## src/rtl/obb_pkg.sv

```systemverilog
// obb_pkg -- shared types and helpers for the oriented-bounding-box bank.
//   obb_t        : packed physics record (kinematics, rotation, mass properties)
//   POS_FRAC     : fractional bits of pos_x/pos_y (fixed point)
//   INV_*_FRAC   : fractional bits of the reciprocal fields
//   WM_*         : bit positions inside the 3-bit write mask
//   idx_w()      : index width for a given number of bodies
//   inv_scaled() : fixed-point reciprocal, zero for a zero divisor
//   obb_spawn()  : spawn record for entry idx
package obb_pkg;

  localparam int POS_W            = 16;
  localparam int POS_FRAC         = 4;
  localparam int VEL_W            = 16;
  localparam int ANG_W            = 16;
  localparam int OMEGA_W          = 16;
  localparam int DIM_W            = 8;
  localparam int MASS_W           = 8;
  localparam int INERTIA_W        = 16;
  localparam int INV_W            = 16;
  localparam int INV_MASS_FRAC    = 12;
  localparam int INV_INERTIA_FRAC = 12;

  localparam int WM_KIN   = 0;
  localparam int WM_ROT   = 1;
  localparam int WM_MASSP = 2;

  typedef struct packed {
    logic [POS_W-1:0]     pos_x;
    logic [POS_W-1:0]     pos_y;
    logic [VEL_W-1:0]     vel_x;
    logic [VEL_W-1:0]     vel_y;
    logic [ANG_W-1:0]     angle;
    logic [OMEGA_W-1:0]   omega;
    logic [DIM_W-1:0]     width;
    logic [DIM_W-1:0]     height;
    logic [MASS_W-1:0]    mass;
    logic [INV_W-1:0]     inv_mass;
    logic [INERTIA_W-1:0] inertia;
    logic [INV_W-1:0]     inv_inertia;
  } obb_t;

  function automatic int idx_w(input int n);
    return $clog2(n);
  endfunction

  function automatic int inv_scaled(input int v, input int frac);
    return (v == 0) ? 0 : ((1 << frac) / v);
  endfunction

  // Inertia and reciprocals are passed in already evaluated from parameters,
  // so the only run-time arithmetic here is the x offset of entry idx.
  function automatic obb_t obb_spawn(input int idx, input int x_base, input int x_step,
                                     input int y_init, input int w, input int h, input int m,
                                     input int inertia, input int inv_m, input int inv_i);
    obb_t s;
    s             = '0;
    s.pos_x       = POS_W'((x_base + idx * x_step) << POS_FRAC);
    s.pos_y       = POS_W'(y_init << POS_FRAC);
    s.width       = DIM_W'(w);
    s.height      = DIM_W'(h);
    s.mass        = MASS_W'(m);
    s.inv_mass    = INV_W'(inv_m);
    s.inertia     = INERTIA_W'(inertia);
    s.inv_inertia = INV_W'(inv_i);
    return s;
  endfunction

endpackage

```

## src/rtl/obb_field_merge.sv

```systemverilog
// obb_field_merge -- combinational masked merge of two obb_t records.
//   i_old    : current record
//   i_new    : incoming record
//   i_mask   : [WM_KIN] pos/vel, [WM_ROT] angle/omega, [WM_MASSP] mass properties
//   o_merged : i_new fields for selected groups, i_old fields elsewhere
module obb_field_merge
  import obb_pkg::*;
(
  input  obb_t       i_old,
  input  obb_t       i_new,
  input  logic [2:0] i_mask,
  output obb_t       o_merged
);

  // Per-group field select.
  always_comb begin
    o_merged             = i_old;
    o_merged.pos_x       = i_mask[WM_KIN]   ? i_new.pos_x       : i_old.pos_x;
    o_merged.pos_y       = i_mask[WM_KIN]   ? i_new.pos_y       : i_old.pos_y;
    o_merged.vel_x       = i_mask[WM_KIN]   ? i_new.vel_x       : i_old.vel_x;
    o_merged.vel_y       = i_mask[WM_KIN]   ? i_new.vel_y       : i_old.vel_y;
    o_merged.angle       = i_mask[WM_ROT]   ? i_new.angle       : i_old.angle;
    o_merged.omega       = i_mask[WM_ROT]   ? i_new.omega       : i_old.omega;
    o_merged.width       = i_mask[WM_MASSP] ? i_new.width       : i_old.width;
    o_merged.height      = i_mask[WM_MASSP] ? i_new.height      : i_old.height;
    o_merged.mass        = i_mask[WM_MASSP] ? i_new.mass        : i_old.mass;
    o_merged.inv_mass    = i_mask[WM_MASSP] ? i_new.inv_mass    : i_old.inv_mass;
    o_merged.inertia     = i_mask[WM_MASSP] ? i_new.inertia     : i_old.inertia;
    o_merged.inv_inertia = i_mask[WM_MASSP] ? i_new.inv_inertia : i_old.inv_inertia;
  end

endmodule

```

## src/rtl/obb_bank.sv

```systemverilog
// obb_bank -- bank of N_BODIES oriented-bounding-box records.
//   clk, reset           : clock, synchronous active-high reset
//   init_busy            : spawn-layout loader running
//   rd_a_idx / rd_a_data : read port A (1-cycle registered, zero when idx out of range)
//   rd_b_idx / rd_b_data : read port B (same)
//   wr_en/wr_idx/wr_mask/wr_data : masked write port
//   commit / commit_done : end-of-frame strobe and its one-cycle acknowledge
// Optional feature: define OBB_BANK_DOUBLE_BUF_EN for a shadow bank that
// collects writes and is copied into the live bank on commit.
module obb_bank
  import obb_pkg::*;
#(
  parameter int N_BODIES    = 4,
  parameter int X_INIT_BASE = 32,
  parameter int X_INIT_STEP = 64,
  parameter int Y_INIT      = 32,
  parameter int WIDTH_INIT  = 10,
  parameter int HEIGHT_INIT = 10,
  parameter int MASS_INIT   = 1
) (
  input  logic                         clk,
  input  logic                         reset,
  output logic                         init_busy,
  input  logic [idx_w(N_BODIES)-1:0]   rd_a_idx,
  output obb_t                         rd_a_data,
  input  logic [idx_w(N_BODIES)-1:0]   rd_b_idx,
  output obb_t                         rd_b_data,
  input  logic                         wr_en,
  input  logic [idx_w(N_BODIES)-1:0]   wr_idx,
  input  logic [2:0]                   wr_mask,
  input  obb_t                         wr_data,
  input  logic                         commit,
  output logic                         commit_done
);

  localparam int IW               = idx_w(N_BODIES);
  localparam int INERTIA_INIT     = MASS_INIT * (WIDTH_INIT * WIDTH_INIT + HEIGHT_INIT * HEIGHT_INIT) / 12;
  localparam int INV_MASS_INIT    = inv_scaled(MASS_INIT, INV_MASS_FRAC);
  localparam int INV_INERTIA_INIT = inv_scaled(INERTIA_INIT, INV_INERTIA_FRAC);

  localparam logic [0:0]    ST_IDLE  = 1'b0;
  localparam logic [0:0]    ST_INIT  = 1'b1;
  localparam logic [IW-1:0] LAST_IDX = IW'(N_BODIES - 1);

  logic [0:0]    r_state;
  logic [IW-1:0] r_cnt;
  logic          r_init_busy;
  logic          r_commit_done;
  obb_t          r_rd_a;
  obb_t          r_rd_b;
  obb_t          r_live [N_BODIES];

  logic w_idle;
  logic w_wr_idx_ok;
  logic w_wr_go;
  logic w_commit_go;
  logic w_rd_a_ok;
  logic w_rd_b_ok;
  obb_t w_spawn;
  obb_t w_wr_old;
  obb_t w_wr_merged;

  assign w_idle      = (r_state == ST_IDLE);
  assign w_wr_idx_ok = (32'(wr_idx) < 32'(N_BODIES));
  assign w_rd_a_ok   = (32'(rd_a_idx) < 32'(N_BODIES));
  assign w_rd_b_ok   = (32'(rd_b_idx) < 32'(N_BODIES));
  // Host writes and commits are only honoured once the loader has finished.
  assign w_wr_go     = wr_en && w_idle && !reset && w_wr_idx_ok && (wr_mask != 3'b000);
  assign w_commit_go = commit && w_idle && !reset;
  assign w_spawn     = obb_spawn(32'(r_cnt), X_INIT_BASE, X_INIT_STEP, Y_INIT, WIDTH_INIT,
                                 HEIGHT_INIT, MASS_INIT, INERTIA_INIT, INV_MASS_INIT,
                                 INV_INERTIA_INIT);

  // The same merged record feeds the write target and, with the double
  // buffer, the commit-forward path (a write in the commit cycle lands live).
  obb_field_merge u_wr_merge (
    .i_old    (w_wr_old),
    .i_new    (wr_data),
    .i_mask   (wr_mask),
    .o_merged (w_wr_merged)
  );

  // Init sequencer: walks entries 0..N_BODIES-1 after every reset cycle.
  always_ff @(posedge clk) begin
    if (reset) begin
      r_state     <= ST_INIT;
      r_cnt       <= '0;
      r_init_busy <= 1'b1;
    end else if (r_state == ST_INIT) begin
      if (r_cnt == LAST_IDX) begin
        r_state     <= ST_IDLE;
        r_cnt       <= '0;
        r_init_busy <= 1'b0;
      end else begin
        r_cnt <= r_cnt + IW'(1);
      end
    end
  end

`ifdef OBB_BANK_DOUBLE_BUF_EN
  obb_t r_shadow [N_BODIES];

  assign w_wr_old = w_wr_idx_ok ? r_shadow[wr_idx] : '0;

  // Shadow bank: receives spawn records and all frame writes.
  always_ff @(posedge clk) begin
    if (r_state == ST_INIT) begin
      r_shadow[r_cnt] <= w_spawn;
    end else if (w_wr_go) begin
      r_shadow[wr_idx] <= w_wr_merged;
    end
  end

  // Live bank: spawn records, or a full copy of shadow on commit.
  always_ff @(posedge clk) begin
    if (r_state == ST_INIT) begin
      r_live[r_cnt] <= w_spawn;
    end else if (w_commit_go) begin
      for (int j = 0; j < N_BODIES; j++) begin
        r_live[j] <= (w_wr_go && (wr_idx == IW'(j))) ? w_wr_merged : r_shadow[j];
      end
    end
  end
`else
  assign w_wr_old = w_wr_idx_ok ? r_live[wr_idx] : '0;

  // Live bank: spawn records, then direct masked writes.
  always_ff @(posedge clk) begin
    if (r_state == ST_INIT) begin
      r_live[r_cnt] <= w_spawn;
    end else if (w_wr_go) begin
      r_live[wr_idx] <= w_wr_merged;
    end
  end
`endif

  // Registered read ports and commit acknowledge; reads see the pre-write value.
  always_ff @(posedge clk) begin
    if (reset) begin
      r_rd_a        <= '0;
      r_rd_b        <= '0;
      r_commit_done <= 1'b0;
    end else begin
      r_rd_a        <= w_rd_a_ok ? r_live[rd_a_idx] : '0;
      r_rd_b        <= w_rd_b_ok ? r_live[rd_b_idx] : '0;
      r_commit_done <= w_commit_go;
    end
  end

  assign init_busy   = r_init_busy;
  assign rd_a_data   = r_rd_a;
  assign rd_b_data   = r_rd_b;
  assign commit_done = r_commit_done;

endmodule
```

## config.mk

```make
export PLATFORM = sky130hd
export DESIGN_NAME = obb_bank
export DESIGN_NICKNAME = d
export VERILOG_FILES = /design/src/rtl/obb_pkg.sv /design/src/rtl/obb_field_merge.sv /design/src/rtl/obb_bank.sv
export SDC_FILE = /design/constraint.sdc
export NUM_CORES = 1
export LEC_CHECK = 0
export BUFFER_PORTS_ARGS = -buffer_cell sky130_fd_sc_hd__buf_2
export CAP_MARGIN = 20
export CORE_UTILIZATION = 30
export DETAILED_ROUTE_END_ITERATION = 10
export PLACE_DENSITY = 0.46
export SLEW_MARGIN = 10
export SYNTH_ARGS = -nofsm -noshare
export SYNTH_HDL_FRONTEND = slang
export SYNTH_SLANG_ARGS = --single-unit
```

## constraint.sdc

```tcl
create_clock -name clk -period 13.9 [get_ports clk]
set_input_delay 2.085 -clock clk [delete_from_list [all_inputs] [get_ports clk]]
set_output_delay 2.085 -clock clk [all_outputs]
set_load 0.05 [all_outputs]
```

=== After elaboration in Yosys (flattened, before gate mapping) ===
Memory sizes are Yosys's and may differ from the RTL's. A register that Yosys moved wholly into a read port is not among the register bits.
Cells that the tools add are included.

* RAM bits: 672
* Output and inout bits: 338
* Word-level logic and storage cells: 47
* Memories: 1
* Flip-flop bits (word level): 5
* Input port bits: 181

* Add/sub/neg operators: 2
* Equal/unequal tests: 4
* Bitwise operators: 1
* Multiplexer cells: 23
* Reduce and logical (&&, ||, !) cells: 12

{| class="wikitable"
|+ Memories
! name !! words !! bits a word !! read ports !! clocked after memory_dff !! wr ports !! RTL line !! RTL
|-
| r_live || 4 || 168 || 2 || 2 || 1 || obb_bank.sv:51 || <nowiki>obb_t r_live [N_BODIES];</nowiki>
|}

{| class="wikitable"
|+ Operators by type and width
! cell !! number
|-
| $mux W168 || 1
|-
| $reduce_or A168 Y1 || 1
|-
| $mux W16 || 9
|-
| $mux W8 || 3
|-
| $add A6 B8 Y9 const A || 1
|-
| $reduce_and A2 Y1 || 4
|-
| $mux W1 || 7
|-
| $logic_and A1 B1 Y1 || 5
|-
| $mux W2 || 2
|-
| $mux W3 || 1
|-
| $ne A1 B1 Y1 const B || 3
|-
| $reduce_bool A3 Y1 || 1
|-
| $add A2 B1 Y2 const B || 1
|-
| $eq A2 B2 Y1 const B || 1
|-
| $logic_not A1 Y1 || 1
|-
| $not A1 Y1 || 1
|}

=== Depth between registers and ports, before layout ===
Gate-level depths: netlist of the first run.

* Depth after elaboration: 10
* Depth in mapped cells: 5

=== By module ===
Synthesis of the first run repeated with hierarchy kept, for this count alone.

* Cells, all modules: 2403
* Area total of the unflattened synthesis: 45357.3 um^2

{| class="wikitable"
|+ Modules (own cells, without submodules)
! module !! seq. area each (um^2) !! area an instance (um^2) !! cells an instance !! times used
|-
| obb_bank || 27005.9 || 42649.7 || 2216 || 1
|-
| obb_field_merge || 0.0 || 2707.6 || 187 || 1
|}

=== Worst setup path before layout of the first run ===
OpenSTA, ideal clock, no wires.

* Path type: input -> register
* From: input port reset
* To: memory r_live[0][0] (netlist name), enable pin
* Arrival: 6482 ps
* Required time: 13374 ps
* Stages: 4
* Slack: 6892 ps
* Path through: or3b_1 -> buf_2 -> or4_4 -> a21oi_1

* Longest elaborated chain between the ends: 9

{| class="wikitable"
|+ Ends and longest elaborated chain
! item !! RTL line !! RTL
|-
| start, declared || obb_bank.sv:22 || <nowiki>input logic reset,</nowiki>
|-
| $logic_not A1 Y1 (*) || obb_bank.sv:68 || <nowiki>assign w_wr_go = wr_en && w_idle && !reset && w_wr_idx_ok && (wr_mask != 3'b000);</nowiki>
|-
| $logic_and A1 B1 Y1 (*) (2 in series) || obb_bank.sv:68 ||
|-
| $mux W1 (*) || obb_bank.sv:131 || <nowiki>end else if (w_wr_go) begin</nowiki>
|-
| $mux W1 (*) || obb_bank.sv:129 || <nowiki>if (r_state == ST_INIT) begin</nowiki>
|-
| $mux W1 (not written as such) (*) || obb_bank.sv:132 || <nowiki>r_live[wr_idx] <= w_wr_merged;</nowiki>
|-
| $reduce_and A2 Y1 (no source line) || -- ||
|-
| $reduce_or A168 Y1 (no source line) || -- ||
|-
| $mux W2 (no source line) or $mux W3 (tied branches) || -- ||
|-
| end, declared || obb_bank.sv:51 ||
|}

Every way passes the cells marked *; elsewhere a longest branch is shown, timed or not.

=== Worst setup path in the final report of the first run ===
* From: input port reset
* To: memory r_live[2][146] (netlist name), enable pin

Same word-level chain as after synthesis.

==> results of run 1 <==
## through the flow
stage | instances | hold slack (ns)
2_1_floorplan | 2049 | 0.528
3_3_place_gp | 4108 | 0.457
3_5_place_dp | 4108 | 0.468
4_1_cts | 4323 | 0.490
5_1_grt | 4324 | 0.512
6_report | 4328 | 0.475
## where the power goes
group	internal [mW]	total, mW	switching, mW	leakage, nW
registers	3.74	3.93	0.194	9.19
clock network	1.77	2.99	1.22	1.81
logic	0.502	1.46	0.962	6.49
## path summary, 6_finish.rpt
check / from / to / cells past startpoint
max: reset / r_live[2][146]$_DFFE_PP_ / 5
min: init_busy$_SDFFE_PP1P_ / init_busy$_SDFFE_PP1P_ / 1
max reg2reg: r_state$_SDFF_PP1_ / r_live[2][146]$_DFFE_PP_ / 4
min reg2reg: init_busy$_SDFFE_PP1P_ / init_busy$_SDFFE_PP1P_ / 1
## cell type report
class                      instances  area [sq um]  share of cell area [%]
clock inverter                    44           477                    1.02
inverter                           1          3.75                 0.00800
timing repair buffer             550          2910                    6.19
tap                             1662          2080                    4.43
sequential                      1013         27000                    57.6
antenna                            5          12.5                  0.0267
clock buffer                     171          3270                    6.97
multi-input combinational        882         11100                    23.8
## sequential cells by signal, summed over array words and instances, names as in the netlist
| signal | cells |
|---|---|
| r_state | 1 |
| r_live | 672 |
| rd_a_data | 168 |
| init_busy | 1 |
| rd_b_data | 168 |
| commit_done | 1 |
| r_cnt | 2 |
## routing by layer
metal / share of wire [%] / wire (um) / track usage, % / vias up
li1: - / - / - / 9069
met1: 43 / 47000 / 21.8 / 10700
met2: 47 / 51000 / 26.4 / 640
met3: 7.2 / 7840 / 4.76 / 161
met4: 2.1 / 2220 / 4.69 / 26
met5: 0.16 / 178 / 0 / -
## cell families after synthesis
logic type,synth area share (%)
AND/OR/NAND/NOR,8.43
flip-flops,69.9
multiplexers,19.7
AO/OA/AOI/OAI,0.291
buffers and inverters,1.70
adder cells (fa/ha/maj),0.0324
## cell usage in the layout (no fill, tap or decap), drive strengths merged, types with 2 or more instances in the layout
master	instances
edfxtp	672
buf	548
dfxtp	341
nor2b	339
mux4	336
clkbuf	173
and3	156
clkinv	26
a21oi	15
or3	11
bufinv	8
clkinvlp	6
diode	5
nor2	5
inv	5
o21ai	3
mux2	2
nand4b	2
mux2i	2
a21o	2
nor3b	2
==> metrics.csv, run 1 <==
stage,metric,value,unit
global_route,grt_usage,16.5,%
clock_tree,worstSkewPairLatency,0.73,ns
routing,wire_per_inst,25.0,um
logic_synthesis,yosys.area.top_type,edfxtp_1,
logic_synthesis,netlist_top_cells_count,"edfxtp_1, dfxtp_1, nor2b_1",
timing,max-slew-margin-rel,24.4,%
logic_synthesis,synth.top_cell.area_share,52.2,%
timing,fin_crit_sh,37.9,%
pwr,vdd_drop_max,0.0000954,V
routing,wl,108000,um
logic_synthesis,synthesis.nets,2231,
clock_tree,cts-resized-gates,0,
clock_tree,cts_buffers,114,
clock_tree,clk_pin_slew,0.06,ns
job,max-cap-violations,0,
timing,period_needed,5.27,ns
logic_synthesis,syn_area_per_cell,18.9,sq um
global_route,grt_pass1_vias,22600,
clock_tree,cts.sinks,1013,
global_route,grt_max_degree,170,
routing,drc,0,
clock_tree,cts_root_buf,clkbuf_16,
clock_tree,htree_levels,3,
floorplanning,core,128000,sq um
logic_synthesis,synth.most_common_cell,edfxtp_1,
routing,routed_via_density,4.76,
pwr,p_per_area,179,nW/um^2
routing,routed-via-count,20600,
floorplanning,pin_count,519,
logic_synthesis,synthTopCellsByArea,"edfxtp_1, mux4_2, dfxtp_1",
clock_tree,ctsHoldBuffers,0,
routing,detail-route-antenna-nets,0,
timing,setup_viol,0,
setup_path,path_cells,buf_8 -> or3b_1 -> o21ai_0 -> a21oi_4 -> buf_4,
timing,fmax,190,MHz
finish,final_design_area_no_fill,46900,sq um
logic_synthesis,syn_area,38700,sq um
routing,firstDrtPassIters,4,
setup_path,worstPathArrival,5.61,ns
logic_synthesis,synth_edf_count,672,
setup_path,crit_path_end_kind,register,
logic_synthesis,yosysSeqAreaShare,69.9,%
clock_tree,postCtsSetupBuffers,0,
global_route,grt_overflow_total,0,
setup_path,crit_type,in -> reg,
setup_path,start_kind,input port,
timing,skew,0.0256,ns
finish,nFillCells,12000,
logic_synthesis,ys_async_sr_fraction,0,%
logic_synthesis,yosys_register_bits,1013,
placed_design,hpwl,65400,um
placed_design,routabilityCongestion,0.741,
global_route,grt_pass1_wl,156000,um
placed_design,post_dp_cell_area,43100,sq um
clock_tree,cts.path.max_buffers,3,
timing,tightestPinTransition,1.13,ns
run_status,status,finished clean,
setup_path,worst-r2r-setup-slack,9.82,ns
finish,final_util,36.7,%
timing,fin_tns_setup,0,ns
setup_path,worstPathMaxFanout,104,
logic_synthesis,ys_warn_count,0,
timing,setup_slack,8.63,ns
pwr,p_leak,17.5,nW
routing,dr.first_iter.drc_count,1182,
floorplanning,dieWidth,361,um
finish,drive_above_1_share,40.1,%
timing,slew_viol_final,0,
setup_path,crit_slowest_cell,a21oi_4,
placed_design,place_ws,7.70,ns
logic_synthesis,synth_cell_type_count,28,
finish,final_net_count,2744,
finish,area_delta_synth_final,21.3,%
logic_synthesis,syn_inst,2049,
logic_synthesis,synthFlopType,edfxtp_1,
setup_path,cpPeakStageDelay,0.89,ns
floorplanning,die_y,361,um
setup_path,path_delay_family,compound AO/OA/AOI/OAI gates,
setup_path,crit_buf_inv,2,
hold_path,hold_class,reg -> reg,
floorplanning,num_rows,131,
floorplanning,initial_core_util,30.3,%
clock_tree,tritoncts,yes,
timing,final-hold-violation-count,0,
timing,rsz0062_at_grt,no,
setup_path,cp_data_required_time,14.24,ns
placed_design,io_buffers,518,
pwr,total_power,8.39,mW
global_route,antenna_found_initial,32,
floorplanning,dieArea,130000,sq um
(Power assumes the default switching activity.)
==> run 2: changes to the inputs <==
--- a/config.mk
+++ b/config.mk
@@ -9,7 +9,7 @@
 export CAP_MARGIN = 20
 export CORE_UTILIZATION = 30
 export DETAILED_ROUTE_END_ITERATION = 10
-export PLACE_DENSITY = 0.46
+export PLACE_DENSITY = 0.48
 export SLEW_MARGIN = 10
 export SYNTH_ARGS = -nofsm -noshare
 export SYNTH_HDL_FRONTEND = slang
==> constraint.sdc (replaced) <==
create_clock -name clk -period 4.8 [get_ports clk]
set_input_delay 0.72 -clock clk [delete_from_list [all_inputs] [get_ports clk]]
set_output_delay 0.72 -clock clk [all_outputs]
set_load 0.05 [all_outputs]
==> metrics.csv, run 2 (same netlist as run 1, synthesis figures left out) <==
stage,metric,value,unit,change
clock_tree,worstSkewPairLatency,0.71,ns,-0.02 ns
routing,wl,108000,um,-0.21%
finish,largest_reg_flops,672,,unchanged
pwr,p_leak,17.7,nW,+1.0%
hold_path,hold_class,in -> reg,,
global_route,grt_pass1_vias,22600,,-0.11%
clock_tree,cts.sinks,1013,,unchanged
routing,routed_via_density,4.81,,+1.0%
routing,firstDrtPassIters,5,,+1
pwr,clockPowerShare,35.3,%,-0.3 points
finish,final_common_cell,edfxtp_1,,
global_route,grt_overflow_total,0,,unchanged
clock_tree,cts-resized-gates,0,,unchanged
placed_design,io_buffers,518,,unchanged
routing,drc,0,,unchanged
timing,fmax,318,MHz,
timing,max-slew-margin-rel,22.6,%,-1.8 points
timing,slew_viol_final,0,,unchanged
job,max-cap-violations,0,,unchanged
clock_tree,tritoncts,yes,,
timing,final-hold-violation-count,0,,unchanged
global_route,grt_max_degree,192,,+13%
pwr,p_switching,6.93,mW,+190%
placed_design,hpwl,69000,um,+5.5%
clock_tree,cts.path.max_buffers,3,,unchanged
setup_path,crit_slowest_cell,buf_6,,
floorplanning,core,128000,sq um,unchanged
setup_path,start_kind,register,,
timing,timing.hold.ws,0.258,ns,-0.216 ns
pwr,p_per_area,514,nW/um^2,+190%
finish,final_net_count,2752,,+0.29%
timing,setup_viol,0,,unchanged
timing,skew,0.0231,ns,-0.00257 ns
clock_tree,htree_levels,3,,unchanged
global_route,grt_usage,16.4,%,-0.069 points
pwr,p_int,17.3,mW,+190%
setup_path,cpPeakStageDelay,0.61,ns,-0.28 ns
setup_path,worstPathArrival,3.46,ns,-2.15 ns
placed_design,routabilityCongestion,0.736,,-0.77%
setup_path,path_delay_family,simple AND/OR/NAND/NOR gates,,
timing,rsz0062_at_grt,no,,
routing,wire_per_inst,24.9,um,-0.28%
floorplanning,dieArea,130000,sq um,unchanged
pwr,seqPwrFrac,46.9,%,about the same
clock_tree,clk_pin_slew,0.06,ns,about the same
finish,drive_above_1_share,41.4,%,+1.3 points
clock_tree,cts_root_buf,clkbuf_16,,
floorplanning,die_y,361,um,unchanged
finish,largest-register,r_live,,
pwr,total_power,24.2,mW,+190%
finish,final_util,36.9,%,+0.19 points
finish,nFillCells,11900,,-0.31%
routing,dr.first_iter.drc_count,1280,,+8.3%
global_route,grt_pass1_wl,156000,um,about the same
clock_tree,ctsHoldBuffers,0,,unchanged
pwr,pwr-share-comb,17.8,%,+0.3 points
setup_path,crit_path_end_kind,register,,
pwr,vdd_drop_max,0.000270,V,+180%
placed_design,post_dp_cell_area,43400,sq um,+0.59%
clock_tree,postCtsSetupBuffers,0,,unchanged
pwr,swShare,28.6,%,+0.26 points
run_status,status,finished clean,,
setup_path,crit_buf_inv,2,,unchanged
timing,fin_crit_sh,65.4,%,
finish,final_design_area_no_fill,47100,sq um,+0.51%
clock_tree,cts_buffers,109,,-4.4%
global_route,antenna_found_initial,17,,-47%
setup_path,worstPathMaxFanout,72,,-31%
floorplanning,num_rows,131,,unchanged
timing,fin_tns_setup,0,ns,unchanged
floorplanning,dieWidth,361,um,unchanged
timing,period_needed,3.14,ns,
setup_path,cp_data_required_time,5.12,ns,-9.12 ns
routing,detail-route-antenna-nets,0,,unchanged
floorplanning,pin_count,519,,unchanged
routing,routed-via-count,20800,,+1.1%
timing,tightestPinTransition,1.16,ns,+0.0268 ns
finish,layout_common_cells,"edfxtp_1, buf_2, dfxtp_1",,
finish,area_delta_synth_final,21.9,%,
setup_path,crit_type,reg -> reg,,
setup_path,path_cells,or3b_1 -> buf_4 -> or4_4 -> a21oi_4 -> buf_6,,
floorplanning,initial_core_util,30.3,%,unchanged
[run 2: cell types whose count changed in the layout (fill, tap and decap cells not counted), moves of 2 or more]
| cell | previous run | this run |
|---|---|---|
| buf_6 | 0 | 3 |
| bufinv_16 | 8 | 3 |
| clkinvlp_4 | 6 | 1 |
| buf_12 | 2 | 12 |
| clkinv_1 | 12 | 2 |
| clkbuf_1 | 40 | 20 |
| diode_2 | 5 | 2 |
| clkinv_2 | 10 | 23 |
| clkbuf_8 | 16 | 20 |
| inv_4 | 0 | 9 |
| clkbuf_16 | 117 | 119 |
| clkbuf_4 | 0 | 2 |
[run 2: final cells by class]
type / count / area (sq um) / area share, %
clock buffer: 159 / 3320 / 7.03
tap: 1662 / 2080 / 4.41
clock inverter: 49 / 423 / 0.897
antenna: 2 / 5.00 / 0.0106
sequential: 1013 / 27000 / 57.3
inverter: 1 / 3.75 / 0.00796
multi-input combinational: 882 / 11100 / 23.6
timing repair buffer: 563 / 3160 / 6.70
[run 2: worst reg2reg max path, stage by stage (launching register included)]
cell and delay (ns):
dfxtp_1 0.49, or3b_1 0.59, buf_4 0.23, or4_4 0.48, a21oi_4 0.16, buf_6 0.61
[run 2: path summary, 6_finish.rpt]
path / from / endpoint / slack (ns) / cells after the start
hold reg to reg: init_busy$_SDFFE_PP1P_ / init_busy$_SDFFE_PP1P_ / 0.62 / 1
hold / removal: commit / commit_done$_SDFF_PP0_ / 0.26 / 2
setup reg to reg: r_state$_SDFF_PP1_ / r_live[0][13]$_DFFE_PP_ / 1.66 / 5
setup / recovery: r_state$_SDFF_PP1_ / r_live[0][13]$_DFFE_PP_ / 1.66 / 5
[run 2: per-stage QoR]
| stage | setup slack (ns) | std cells |
|---|---|---|
| after floorplan | 0.571 | 2049 |
| after global placement | 0.907 | 4120 |
| after detailed placement | 1.18 | 4121 |
| after CTS | 1.64 | 4329 |
| after global routing | 1.52 | 4329 |
| final | 1.66 | 4331 |
[run 2: power groups by stage]
stage | sequential [mW] | combinational, mW | clock, mW
2_1_floorplan | 12.6 | 1.79 | 0
3_3_place_gp | 11.5 | 4.43 | 0
3_5_place_dp | 11.6 | 4.42 | 0
4_1_cts | 11.4 | 4.43 | 8.79
5_1_grt | 11.5 | 4.55 | 9.12
6_report | 11.4 | 4.32 | 8.56
[run 2: per-layer routing]
layer | wire, um | vias up | track usage (%)
met2 | 51400 | 674 | 26.5
met3 | 7110 | 158 | 4.13
met4 | 2270 | 22 | 4.24
met5 | 150 | - | 0
li1 | - | 9084 | -
met1 | 47200 | 10900 | 22.1
